===== src/rtl/adc_unpack_pkg.sv =====
// Shared types and constants for the ADC sample unpacker: FSM states,
// word geometry and the reserved-bit mask helper.
package adc_unpack_pkg;

  typedef enum logic [2:0] {
    ST_IDLE,
    ST_FETCH,
    ST_CAPT,
    ST_EMIT,
    ST_FIN
  } state_e;

  localparam int WORD_W           = 32;
  localparam int BYTES_PER_WORD   = 4;
  localparam int SAMPLES_PER_WORD = 3;

  // Bits of the 32-bit word above the packed samples.
  function automatic logic [WORD_W-1:0] rsvd_mask(input int sample_w);
    logic [WORD_W-1:0] m;
    m = '1;
    for (int i = 0; i < WORD_W; i++) begin
      if (i < SAMPLES_PER_WORD * sample_w) m[i] = 1'b0;
    end
    return m;
  endfunction

endpackage


===== src/rtl/adc_word_assembler.sv =====
// Collects four FIFO bytes, LSB first, into one 32-bit word; word_full_o
// flags the load that completes the word.
module adc_word_assembler
  import adc_unpack_pkg::*;
(
  input  logic              clk,
  input  logic              rst,
  input  logic              clear_i,
  input  logic              load_i,
  input  logic [7:0]        byte_i,
  output logic [WORD_W-1:0] word_o,
  output logic              word_full_o
);

  logic [WORD_W-1:0] word_q, word_d;
  logic [1:0]        byte_idx_q, byte_idx_d;

  always_comb begin
    word_d     = word_q;
    byte_idx_d = byte_idx_q;
    if (clear_i) begin
      byte_idx_d = '0;
    end else if (load_i) begin
      word_d[8*byte_idx_q +: 8] = byte_i;
      byte_idx_d                = byte_idx_q + 2'd1;
    end
  end

  always_ff @(posedge clk) begin
    if (rst) begin
      word_q     <= '0;
      byte_idx_q <= '0;
    end else begin
      word_q     <= word_d;
      byte_idx_q <= byte_idx_d;
    end
  end

  assign word_o      = word_q;
  assign word_full_o = load_i && (byte_idx_q == 2'(BYTES_PER_WORD - 1));

endmodule


===== src/rtl/adc_sample_unpacker.sv =====
// Drives the FIFO byte-read handshake and emits three SAMPLE_W samples per word
// on a valid/ready stream. ADC_SAMPLE_UNPACKER_RSVD_CHECK_EN adds sticky rsvd_err.
module adc_sample_unpacker
  import adc_unpack_pkg::*;
#(
  parameter int SAMPLE_W = 10,
  parameter int CNT_W    = 32
) (
  input  logic                clk,
  input  logic                rst,
  input  logic                start,
  input  logic [CNT_W-1:0]    req_samples,
  output logic                fifo_rd_ce,
  input  logic [7:0]          fifo_rd_data,
  input  logic                fifo_empty,
  output logic [SAMPLE_W-1:0] sample_data,
  output logic                sample_valid,
  input  logic                sample_ready,
  output logic                busy,
  output logic                done,
  output logic [CNT_W-1:0]    samples_out
`ifdef ADC_SAMPLE_UNPACKER_RSVD_CHECK_EN
  ,
  output logic                rsvd_err
`endif
);

  localparam logic [CNT_W-1:0] CNT_ONE = {{(CNT_W-1){1'b0}}, 1'b1};

  state_e            state_q, state_d;
  logic [CNT_W-1:0]  cnt_q, cnt_d;
  logic [CNT_W-1:0]  samples_out_q, samples_out_d;
  logic [1:0]        lane_q, lane_d;
  logic              asm_clear, asm_load, word_full;
  logic [WORD_W-1:0] word;

  adc_word_assembler u_asm (
    .clk        (clk),
    .rst        (rst),
    .clear_i    (asm_clear),
    .load_i     (asm_load),
    .byte_i     (fifo_rd_data),
    .word_o     (word),
    .word_full_o(word_full)
  );

  always_comb begin
    state_d       = state_q;
    cnt_d         = cnt_q;
    samples_out_d = samples_out_q;
    lane_d        = lane_q;
    asm_clear     = 1'b0;
    asm_load      = 1'b0;
    fifo_rd_ce    = 1'b0;
    sample_valid  = 1'b0;
    sample_data   = '0;
    busy          = 1'b1;
    done          = 1'b0;
    case (state_q)
      ST_IDLE: begin
        busy = 1'b0;
        if (start) begin
          cnt_d         = req_samples;
          samples_out_d = '0;
          asm_clear     = 1'b1;
          state_d       = (req_samples == '0) ? ST_FIN : ST_FETCH;
        end
      end
      ST_FETCH: begin
        // The strobe is masked during reset so an aborted readout never pops a byte.
        if (!fifo_empty) begin
          fifo_rd_ce = !rst;
          state_d    = ST_CAPT;
        end
      end
      ST_CAPT: begin
        asm_load = 1'b1;
        if (word_full) begin
          lane_d  = '0;
          state_d = ST_EMIT;
        end else begin
          state_d = ST_FETCH;
        end
      end
      ST_EMIT: begin
        sample_valid = 1'b1;
        sample_data  = word[lane_q*SAMPLE_W +: SAMPLE_W];
        if (sample_ready) begin
          samples_out_d = samples_out_q + CNT_ONE;
          lane_d        = lane_q + 2'd1;
          if (samples_out_d == cnt_q) begin
            state_d = ST_FIN;
          end else if (lane_q == 2'(SAMPLES_PER_WORD - 1)) begin
            asm_clear = 1'b1;
            state_d   = ST_FETCH;
          end
        end
      end
      ST_FIN: begin
        done    = 1'b1;
        state_d = ST_IDLE;
      end
      default: state_d = ST_IDLE;
    endcase
  end

  always_ff @(posedge clk) begin
    if (rst) begin
      state_q       <= ST_IDLE;
      cnt_q         <= '0;
      samples_out_q <= '0;
      lane_q        <= '0;
    end else begin
      state_q       <= state_d;
      cnt_q         <= cnt_d;
      samples_out_q <= samples_out_d;
      lane_q        <= lane_d;
    end
  end

  assign samples_out = samples_out_q;

`ifdef ADC_SAMPLE_UNPACKER_RSVD_CHECK_EN
  localparam logic [WORD_W-1:0] RSVD_MASK = rsvd_mask(SAMPLE_W);

  logic              rsvd_err_q, rsvd_err_d;
  logic [WORD_W-1:0] word_done;

  // The top byte is still on the FIFO bus in the completing CAPT cycle.
  assign word_done = {fifo_rd_data, word[23:0]};

  always_comb begin
    rsvd_err_d = rsvd_err_q;
    if (state_q == ST_IDLE && start) begin
      rsvd_err_d = 1'b0;
    end else if (word_full && ((word_done & RSVD_MASK) != '0)) begin
      rsvd_err_d = 1'b1;
    end
  end

  always_ff @(posedge clk) begin
    if (rst) rsvd_err_q <= 1'b0;
    else     rsvd_err_q <= rsvd_err_d;
  end

  assign rsvd_err = rsvd_err_q;
`endif

endmodule


===== config.mk =====
export PLATFORM = sky130hd
export DESIGN_NAME = adc_sample_unpacker
export DESIGN_NICKNAME = d
export VERILOG_FILES = /design/src/rtl/adc_unpack_pkg.sv /design/src/rtl/adc_word_assembler.sv /design/src/rtl/adc_sample_unpacker.sv
export SDC_FILE = /design/constraint.sdc
export NUM_CORES = 1
export LEC_CHECK = 0
export ABC_AREA = 1
export BUFFER_PORTS_ARGS = -buffer_cell sky130_fd_sc_hd__buf_4
export CAP_MARGIN = 20
export CELL_PAD_IN_SITES_DETAIL_PLACEMENT = 1
export CELL_PAD_IN_SITES_GLOBAL_PLACEMENT = 1
export CORE_MARGIN = 1
export CORE_UTILIZATION = 40
export CTS_CLUSTER_SIZE = 12
export DETAILED_ROUTE_END_ITERATION = 6
export GPL_TIMING_DRIVEN = 0
export PLACE_DENSITY_LB_ADDON = 0.1
export REMOVE_ABC_BUFFERS = 1
export SLEW_MARGIN = 40
export SYNTH_ARGS = -nofsm -noshare
export SYNTH_HDL_FRONTEND = slang
export SYNTH_SLANG_ARGS = --single-unit

===== constraint.sdc =====
create_clock -name clk -period 2.64 [get_ports clk]
set_clock_uncertainty 0.15 [all_clocks]
set_input_delay 0.528 -clock clk [delete_from_list [all_inputs] [get_ports clk]]
set_output_delay 0.528 -clock clk [all_outputs]
set_load 0.01 [all_outputs]

Word-level counts from Yosys, hierarchy flattened

Index checks and enable logic that the tools add are counted.

Bits of input ports: 45
Output and inout port bits: 46
Bits in registers: 103
Word-level logic and storage cells: 66

$mul: 1
Add/subtract/negate cells: 4
Eq/ne operators: 12
Bitwise logic cells: 1
Shift operators: 3
Multiplexer cells: 27
Reduce and logical (&&, ||, !) cells: 12

Operators with widths:

| kind                      | number |
|---|---|
| $mux W32                  | 2 |
| $pmux W32 S2              | 1 |
| $neg A5 Y34               | 1 |
| $shift A8 B34 Y32 const A | 1 |
| $shiftx A8 B34 Y32        | 1 |
| $add A32 B1 Y32 const B   | 1 |
| $bwmux W32                | 1 |
| $eq A32 B32 Y1            | 1 |
| $logic_not A32 Y1         | 1 |
| $shiftx A32 B7 Y10        | 1 |
| $mux W3                   | 6 |
| $pmux W3 S4               | 1 |
| $mux W1                   | 10 |
| $mux W10                  | 1 |
| $eq A3 B2 Y1 const B      | 2 |
| $mux W2                   | 3 |
| $ne A2 B2 Y1 const B      | 3 |
| $reduce_and A3 Y1         | 2 |
| $mul A2 B3 Y5 const B     | 1 |
| $add A2 B1 Y2 const B     | 2 |
| $eq A2 B2 Y1 const B      | 2 |
| $pmux W2 S2               | 1 |
| $reduce_and A2 Y1         | 2 |
| $reduce_and A4 Y1         | 1 |
| other kinds (11)          | 12 |

Logic depth before layout (Yosys ltp)

Gate-level depths: netlist of the first run.

Depth after elaboration: 7
Mapped depth: 18
Gate-level depth less buffers: 18

Modules after synthesis

Synthesis of the first run repeated with hierarchy kept, for this count alone.

Cells, all modules: 988
Area, all modules: 6133.4 µm²

Modules (own cells, without submodules):

| module              | sequential area each (µm²) | times used | cells an instance | area each (µm²) |
|---|---|---|---|---|
| adc_sample_unpacker | 1381.3                     | 1          | 795               | 4621.9 |
| adc_word_assembler  | 680.7                      | 1          | 193               | 1511.4 |

Least setup slack after synthesis of the first run

OpenSTA, ideal clock, no wires.

Path kind: register -> register
From: register u_asm.byte_idx_q[0]
To: register u_asm.word_q[19] (netlist: u_asm.word_o[19])
Period minus slack after synthesis: 2367 ps
Data arrival time: 2146 ps
Stages on the path, launching flop included: 11
Setup slack: 273 ps
Required time: 2419 ps
Buffers on the path: 2
Path through: dfxtp_1 clkbuf_1 clkinv_1 ha_1 clkbuf_1 inv_1 nor2_1 inv_1 nor2_1 nand3_1 a21oi_1

Cells in the longest elaborated chain, start to end: 3

RTL lines:

| item                                                    | RTL line                 | source |
|---|---|---|
| start, declared                                         | adc_word_assembler.sv:16 | `logic [1:0] byte_idx_q, byte_idx_d;` |
| start signal, assigned                                  | adc_word_assembler.sv:35 | `byte_idx_q <= byte_idx_d;` |
| $neg A5 Y34 (*)                                         | adc_word_assembler.sv:24 | `word_d[8*byte_idx_q +: 8] = byte_i;` |
| $shiftx A8 B34 Y32 or $shift A8 B34 Y32 (tied branches) | adc_word_assembler.sv:24 |  |
| $bwmux W32 (*)                                          | adc_word_assembler.sv:24 |  |
| end signal, assigned                                    | adc_word_assembler.sv:34 | `word_q <= word_d;` |
| end, declared                                           | adc_word_assembler.sv:15 | `logic [WORD_W-1:0] word_q, word_d;` |

Every way passes the cells marked *; elsewhere a longest branch is shown, timed or not.
A chain may end at the register's enable or synchronous reset.

Worst setup path after layout of the first run

From: register samples_out_q[0] (netlist: samples_out[0])
To: register u_asm.byte_idx_q[0]

Cells in the longest elaborated chain, start to end: 6

RTL lines:

| item                       | RTL line                   | source |
|---|---|---|
| start, declared            | adc_sample_unpacker.sv:32  | `logic [CNT_W-1:0] samples_out_q, samples_out_d;` |
| start signal, assigned     | adc_sample_unpacker.sv:116 | `samples_out_q <= samples_out_d;` |
| $add A32 B1 Y32            | adc_sample_unpacker.sv:89  | `samples_out_d = samples_out_q + CNT_ONE;` |
| $eq A32 B32 Y1             | adc_sample_unpacker.sv:91  | `if (samples_out_d == cnt_q) begin` |
| $mux W1                    | adc_sample_unpacker.sv:91  |  |
| $mux W1                    | adc_sample_unpacker.sv:88  | `if (sample_ready) begin` |
| $pmux W1 S2                | adc_sample_unpacker.sv:59  | `case (state_q)` |
| $reduce_or A2 Y1 (no line) | -                          |  |

No other way between the ends.

==> impl_metrics.py, run 1 <==
metrics = {
    "clock_tree": {
        "cts_buffers": 9,
        "root_buffer": "clkbuf_16",
        "ctsLongestPathBuffers": 2,
        "cts_tree": "yes",
        "clkLatencyLatePin_ns": 0.36,
        "clock_sinks": 103,
        "h-tree-depth": 3,
        "cts.clk_slew.worst_paths_ns": 0.08,
    },
    "grt": {
        "grt_antenna_before_repair": 0,
        "grt_pass1_vias": 6577,
        "grt_start_max_net_pins": 54,
        "track_usage": 0.2736,
        "grt-ovfl-total": 0,
        "grt_pass1_wl_mm": 33.69,
    },
    "place": {
        "dpl.hpwl_mm": 14.89,
        "io_buffers": 90,
        "dpl-instance-area_mm2": 0.006857,
        "dp_slack_ns": -0.4137,
        "gp_congestion": 0.8419,
        "dp_cells": 1199,
    },
    "cells_and_area": {
        "drive_gt1_frac": 0.2298,
        "layout_commonest_cell": "nand2_1",
        "fin_area_mm2": 0.007689,
        "n_antenna_cell": 0,
        "final_cell_count_no_fill": 1246,
        "fillers": 1956,
        "final_cell_mix": "251 x nand2_1, 118 x buf_4, 104 x a21oi_1",
        "nNetsFinal": 1109,
        "areaGrowthSynthToFinish_pct": 27.89,
    },
    "route": {
        "drc": 0,
        "ant_nets": 0,
        "vias": 6688,
        "dr.pass1.iters": 4,
        "drt_iter0_markers": 294,
        "drt-total-wl_mm": 21.49,
        "wl_per_cell_um": 17.24,
        "viasPerCell": 5.368,
    },
    "synth": {
        "ys_async_sr_fraction": 0,
        "netlist_area_mm2": 0.006012,
        "ys_seq_elements": 103,
        "synthCells": 955,
        "synth_edf_count": 0,
        "ys_warn_count": 0,
        "synth_area_per_cell_um2": 6.295,
        "seq_area_frac_synth": 0.3430,
        "yosys_most_used_dff": "dfxtp_1",
        "ys_types": 35,
    },
    "floorplanning": {
        "dieArea_mm2": 0.01552,
        "die_w_um": 124.6,
        "io_pins": 91,
        "die-height_um": 124.6,
        "design.core.area_mm2": 0.01459,
        "num_rows": 44,
        "start_util": 0.4121,
    },
    "setup_path": {
        "crit_fanout": 6,
        "startpoint_type": "flop",
        "r2r-start": "samples_out[0]",
        "crit_arrival_ns": 2.68,
        "crit_type": "flop to flop",
        "regToRegSetupSlack_ns": 0.1,
        "crit_path_end_kind": "flop",
        "crit_end": "u_asm.byte_idx_q[0]",
        "worstPathRequired_ns": 2.77,
        "r2r_end": "u_asm.byte_idx_q[0]",
        "critPathLaunch": "samples_out[0]",
        "ff2ff_path_depth": 16,
    },
    "flow_run": {
        "maxCapViolCount": 0,
    },
    "hold_path": {
        "holdCritPathClass": "primary input to flop",
        "whs_path_depth": 3,
    },
    "sta": {
        "whs_ns": 0.2762,
        "setup_viol": 0,
        "relSlewSlack": 0.5427,
        "min_period_ns": 2.542,
        "rsz0062_at_grt": "true",
        "hold_viol_final": 0,
        "slew_viol_final": 0,
        "max_freq_mhz": 393.4,
        "worst_slew_pin_slew_ns": 0.6797,
        "fin_ws_ns": 0.09802,
        "min_period_over_period": 0.9629,
    },
    "power_and_ir_drop": {
        "p_per_area_mw_per_mm2": 561.5,
        "p_leak_nw": 3.165,
        "ir_drop_mv": 0.5101,
        "total_power_mw": 4.317,
    },
    "outcome": {
        "status": "finished, final reports clean",
    },
}
## metrics by stage
step	utilization	TNS, ns
floorplan	-	-0.04867
global placement	0.4654	-63.14
detailed placement	0.4700	-10.63
CTS	0.4989	0
global route	0.5270	-0.1604
finish	0.5270	0
## layout make-up
cell class              count  area, um^2  area share
multi-input cells         720        3692      0.4802
flip-flops and latches    103        2101      0.2732
repair buffers            123       975.9      0.1269
inverters                 100       402.9     0.05240
clock buffers              10       239.0     0.03108
well taps                 184       230.2     0.02994
clock inverters             6       47.55    0.006184
## sequential cells by signal, indices dropped and copies added, names as in the netlist
name	flops
state_q	3
u_asm.byte_idx_q	2
samples_out	32
u_asm.word_o	32
cnt_q	32
lane_q	2
## cell families (layout without fill, tap and decap cells)
family / after synthesis / after routing / share of synthesized area
AO/OA/AOI/OAI: 192 / 192 / 0.1702
XOR/XNOR: 7 / 7 / 0.01249
adder cells (fa/ha/maj): 7 / 7 / 0.01457
buffers and inverters: 132 / 239 / 0.08366
flip-flops: 103 / 103 / 0.3430
AND/OR/NAND/NOR: 514 / 514 / 0.3761
## synthesized netlist by cell type, types with 5 or more instances
master | count | area share
a211oi_1 | 5 | 0.0062
a21oi_1 | 104 | 0.087
buf_2 | 6 | 0.0050
clkbuf_1 | 25 | 0.016
dfxtp_1 | 103 | 0.34
ha_1 | 7 | 0.015
inv_1 | 93 | 0.058
nand2_1 | 267 | 0.17
nand3_1 | 92 | 0.077
nand3b_1 | 6 | 0.0075
nor2_1 | 100 | 0.062
nor2_2 | 8 | 0.0083
nor2_4 | 7 | 0.013
nor3_1 | 8 | 0.0067
nor4_1 | 11 | 0.011
o211a_1 | 6 | 0.010
o21ai_0 | 64 | 0.053
## power by group
part	leakage (nW)	switching [mW]	internal, mW
logic	2.17	0.767	0.389
registers	0.852	0.106	1.70
clock network	0.140	0.680	0.680
total	3.17	1.55	2.76
## how the worst min path moves through the flow
stage                     startpoint          endpoint  slack [ns]
floorplan           u_asm.word_o[13]  u_asm.word_o[13]        0.28
global placement    u_asm.word_o[15]  u_asm.word_o[15]        0.29
detailed placement  u_asm.word_o[14]  u_asm.word_o[14]        0.30
CTS                  fifo_rd_data[6]   u_asm.word_o[6]        0.26
global route         fifo_rd_data[7]   u_asm.word_o[7]        0.28
finish               fifo_rd_data[7]   u_asm.word_o[7]        0.28
## worst max-delay path, stage by stage (launching register included)
cell	delay [ns]
dfxtp_4	0.40
ha_4	0.16
nand2_4	0.08
nor2_8	0.19
nand2_4	0.11
nor2_4	0.16
buf_4	0.14
nand3_1	0.07
nand3_1	0.10
nand2_1	0.06
nor2_2	0.12
nand2_2	0.09
nor2_4	0.14
nand3_4	0.10
nand3_1	0.08
nand3_1	0.10
a21oi_1	0.19
## per-layer routing
layer,track usage,wire (um),up-vias
li1,-,-,3327
met1,0.3412,9541,3219
met2,0.4807,10760,111
met3,0.04424,688,31
met4,0.08150,496,0
met5,0,0,-
## what timing repair did
action | 4_1_cts | 5_1_grt
pin swaps | 8 | 30
hold buffers | 0 | 0
gates resized for setup | 29 | 69
setup buffers | 5 | 26
setup endpoints to repair | 56 | 46
No activity file was read; power rests on OpenSTA's default activity.
==> inputs of run 2 (changes only) <==
--- a/config.mk
+++ b/config.mk
@@ -7,11 +7,10 @@
 export LEC_CHECK = 0
 export ABC_AREA = 1
 export BUFFER_PORTS_ARGS = -buffer_cell sky130_fd_sc_hd__buf_4
-export CAP_MARGIN = 20
 export CELL_PAD_IN_SITES_DETAIL_PLACEMENT = 1
 export CELL_PAD_IN_SITES_GLOBAL_PLACEMENT = 1
 export CORE_MARGIN = 1
-export CORE_UTILIZATION = 40
+export CORE_UTILIZATION = 36
 export CTS_CLUSTER_SIZE = 12
 export DETAILED_ROUTE_END_ITERATION = 6
 export GPL_TIMING_DRIVEN = 0
==> constraint.sdc (replaced) <==
create_clock -name clk -period 2.11 [get_ports clk]
set_clock_uncertainty 0.15 [all_clocks]
set_input_delay 0.422 -clock clk [delete_from_list [all_inputs] [get_ports clk]]
set_output_delay 0.422 -clock clk [all_outputs]
set_load 0.01 [all_outputs]
==> run 2 against run 1 <==
The flow now finishes with violations (setup timing). Register-to-register slack worse by 0.62 ns. Worst hold slack got worse by 0.093 ns. Sequential power rose by 25%. Combinational power grew 57%. Largest power group unchanged.
==> impl_metrics.py, run 2 (synthesis gave the netlist of run 1 again) <==
metrics = {
    "cells_and_area": {
        "areaGrowthSynthToFinish_pct": 35.82,
        "drive_gt1_frac": 0.2698,
        "final_cell_count_no_fill": 1302,
        "nNetsFinal": 1133,
        "layout_commonest_cell": "nand2_1",
        "n_antenna_cell": 0,
        "fin_util": 0.5067,
        "final_cell_mix": "252 x nand2_1, 126 x buf_4, 91 x a21oi_1",
    },
    "sta": {
        "min_period_over_period": 1.246,
        "hold_viol_final": 0,
        "slew_viol_final": 0,
        "whs_ns": 0.1828,
        "relSlewSlack": 0.5433,
        "min_period_ns": 2.629,
        "rsz0062_at_grt": "true",
        "worst_slew_pin_slew_ns": 0.6850,
        "max_freq_mhz": 380.4,
        "setup_viol": 14,
        "fin_ws_ns": -0.5192,
    },
    "grt": {
        "met1_usage": 0.3342,
        "grt-busiest-layer": "met2",
        "grt_pass1_vias": 6859,
        "grt.met3_usage": 0.02894,
        "grt_antenna_before_repair": 0,
        "grt_pass1_wl_mm": 35.91,
        "grt_start_max_net_pins": 54,
        "track_usage": 0.2638,
        "grt-ovfl-total": 0,
        "use_met2": 0.4648,
    },
    "floorplanning": {
        "die_w_um": 131.2,
        "dieArea_mm2": 0.01722,
        "io_pins": 91,
        "num_rows": 46,
        "die-height_um": 131.2,
        "start_util": 0.3731,
        "design.core.area_mm2": 0.01612,
    },
    "clock_tree": {
        "clkLatencyLatePin_ns": 0.36,
        "h-tree-depth": 3,
        "clock_sinks": 103,
        "cts_buffers": 9,
        "root_buffer": "clkbuf_16",
        "cts.clk_slew.worst_paths_ns": 0.08,
        "cts_tree": "yes",
        "ctsLongestPathBuffers": 2,
    },
    "route": {
        "drt_iter0_markers": 256,
        "viasPerCell": 5.274,
        "ant_nets": 0,
        "drc": 0,
        "vias": 6867,
        "dr.pass1.iters": 4,
        "wl_per_cell_um": 17.73,
        "drt-total-wl_mm": 23.08,
    },
    "power_and_ir_drop": {
        "ir_drop_mv": 0.5444,
        "p_per_area_mw_per_mm2": 715.8,
        "p_leak_nw": 3.308,
        "total_power_mw": 5.844,
    },
    "place": {
        "io_buffers": 90,
        "dp_cells": 1232,
        "dpl.hpwl_mm": 15.61,
        "gp_congestion": 0.8303,
    },
    "setup_path": {
        "crit_fanout": 6,
        "worstPathRequired_ns": 2.21,
        "cp_slowest_cell": "dfxtp_2",
        "startpoint_type": "flop",
        "path_cells": "inv_2 -> nor2_4 -> nand2_4 -> nor2_4 -> nand2_1 -> nand2_1 -> nand2_1 -> nand2_1 -> nand2_1 -> nor2_2 -> nand2_1 -> nor2_4 -> nand3_4 -> nand3_2 -> nand2_2 -> o21bai_1 -> nor2_1",
        "crit_arrival_ns": 2.72,
        "path_delay_family": "simple AND/OR/NAND/NOR gates",
        "cp_num_buf_inv": 1,
        "crit_type": "flop to flop",
        "cpPeakStageDelay_ns": 0.42,
        "crit_path_end_kind": "flop",
        "crit_top_cell": "nand2_1",
    },
    "flow_run": {
        "maxCapViolCount": 0,
    },
    "outcome": {
        "status": "complete, but fails checks",
        "violations": "setup timing",
    },
    "hold_path": {
        "holdCritPathClass": "primary input to flop",
    },
}
==> run 2: stage by stage <==
stage / setup WS (ns) / area, um^2 / setup TNS, ns
2_1_floorplan: -0.5730 / 5884 / -16.37
3_3_place_gp: -2.275 / 6830 / -122.55
3_5_place_dp: -0.9997 / 6929 / -47.82
4_1_cts: -0.3802 / 7720 / -3.679
5_1_grt: -0.6476 / 8165 / -3.862
6_report: -0.5192 / 8165 / -2.806
==> run 2: cell type report <==
class                           instances  area [um^2]
Fill cell                            2146         7950
Clock buffer                           10        229.0
Multi-Input combinational cell        721         3796
Clock inverter                          6        70.07
Sequential cell                       103         2127
Inverter                              100        400.4
Timing Repair inverter                  1        11.26
Timing Repair Buffer                  145         1261
Tap cell                              216        270.3
==> run 2: timing repair <==
item                       CTS  global route
setup endpoints to repair   91            65
gates cloned                 1             1
hold buffers                 0             0
buffers inserted            24            28
pin swaps                   13            18
gates resized for setup     95            56
==> run 2: tightest hold or removal path, cell delays in order <==
cell     delay (ns)
buf_4          0.09
a21oi_1        0.06
nor2_1         0.09
==> run 2: per-layer routing <==
| metal | part of all wire | vias to the layer above |
|---|---|---|
| met2 | 0.50 | 132 |
| met5 | 0 | - |
| met1 | 0.44 | 3326 |
| li1 | - | 3378 |
| met3 | 0.033 | 31 |
| met4 | 0.021 | 0 |
==> run 2: final timing paths <==
check | start | to | slack [ns] | depth (start not counted)
setup / recovery | samples_out[2] | state_q[0] | -0.52 | 17
hold / removal | fifo_rd_data[5] | u_asm.word_o[5] | 0.18 | 3
setup reg to reg | samples_out[2] | state_q[0] | -0.52 | 17
hold reg to reg | u_asm.word_o[14] | u_asm.word_o[14] | 0.31 | 2
==> run 2: power by group <==
group          switching (mW)  internal [mW]  total (mW)  leakage, nW
Combinational            1.13          0.684        1.82         2.31
Sequential              0.132           2.12        2.25        0.857
Clock                   0.847          0.932        1.78        0.141
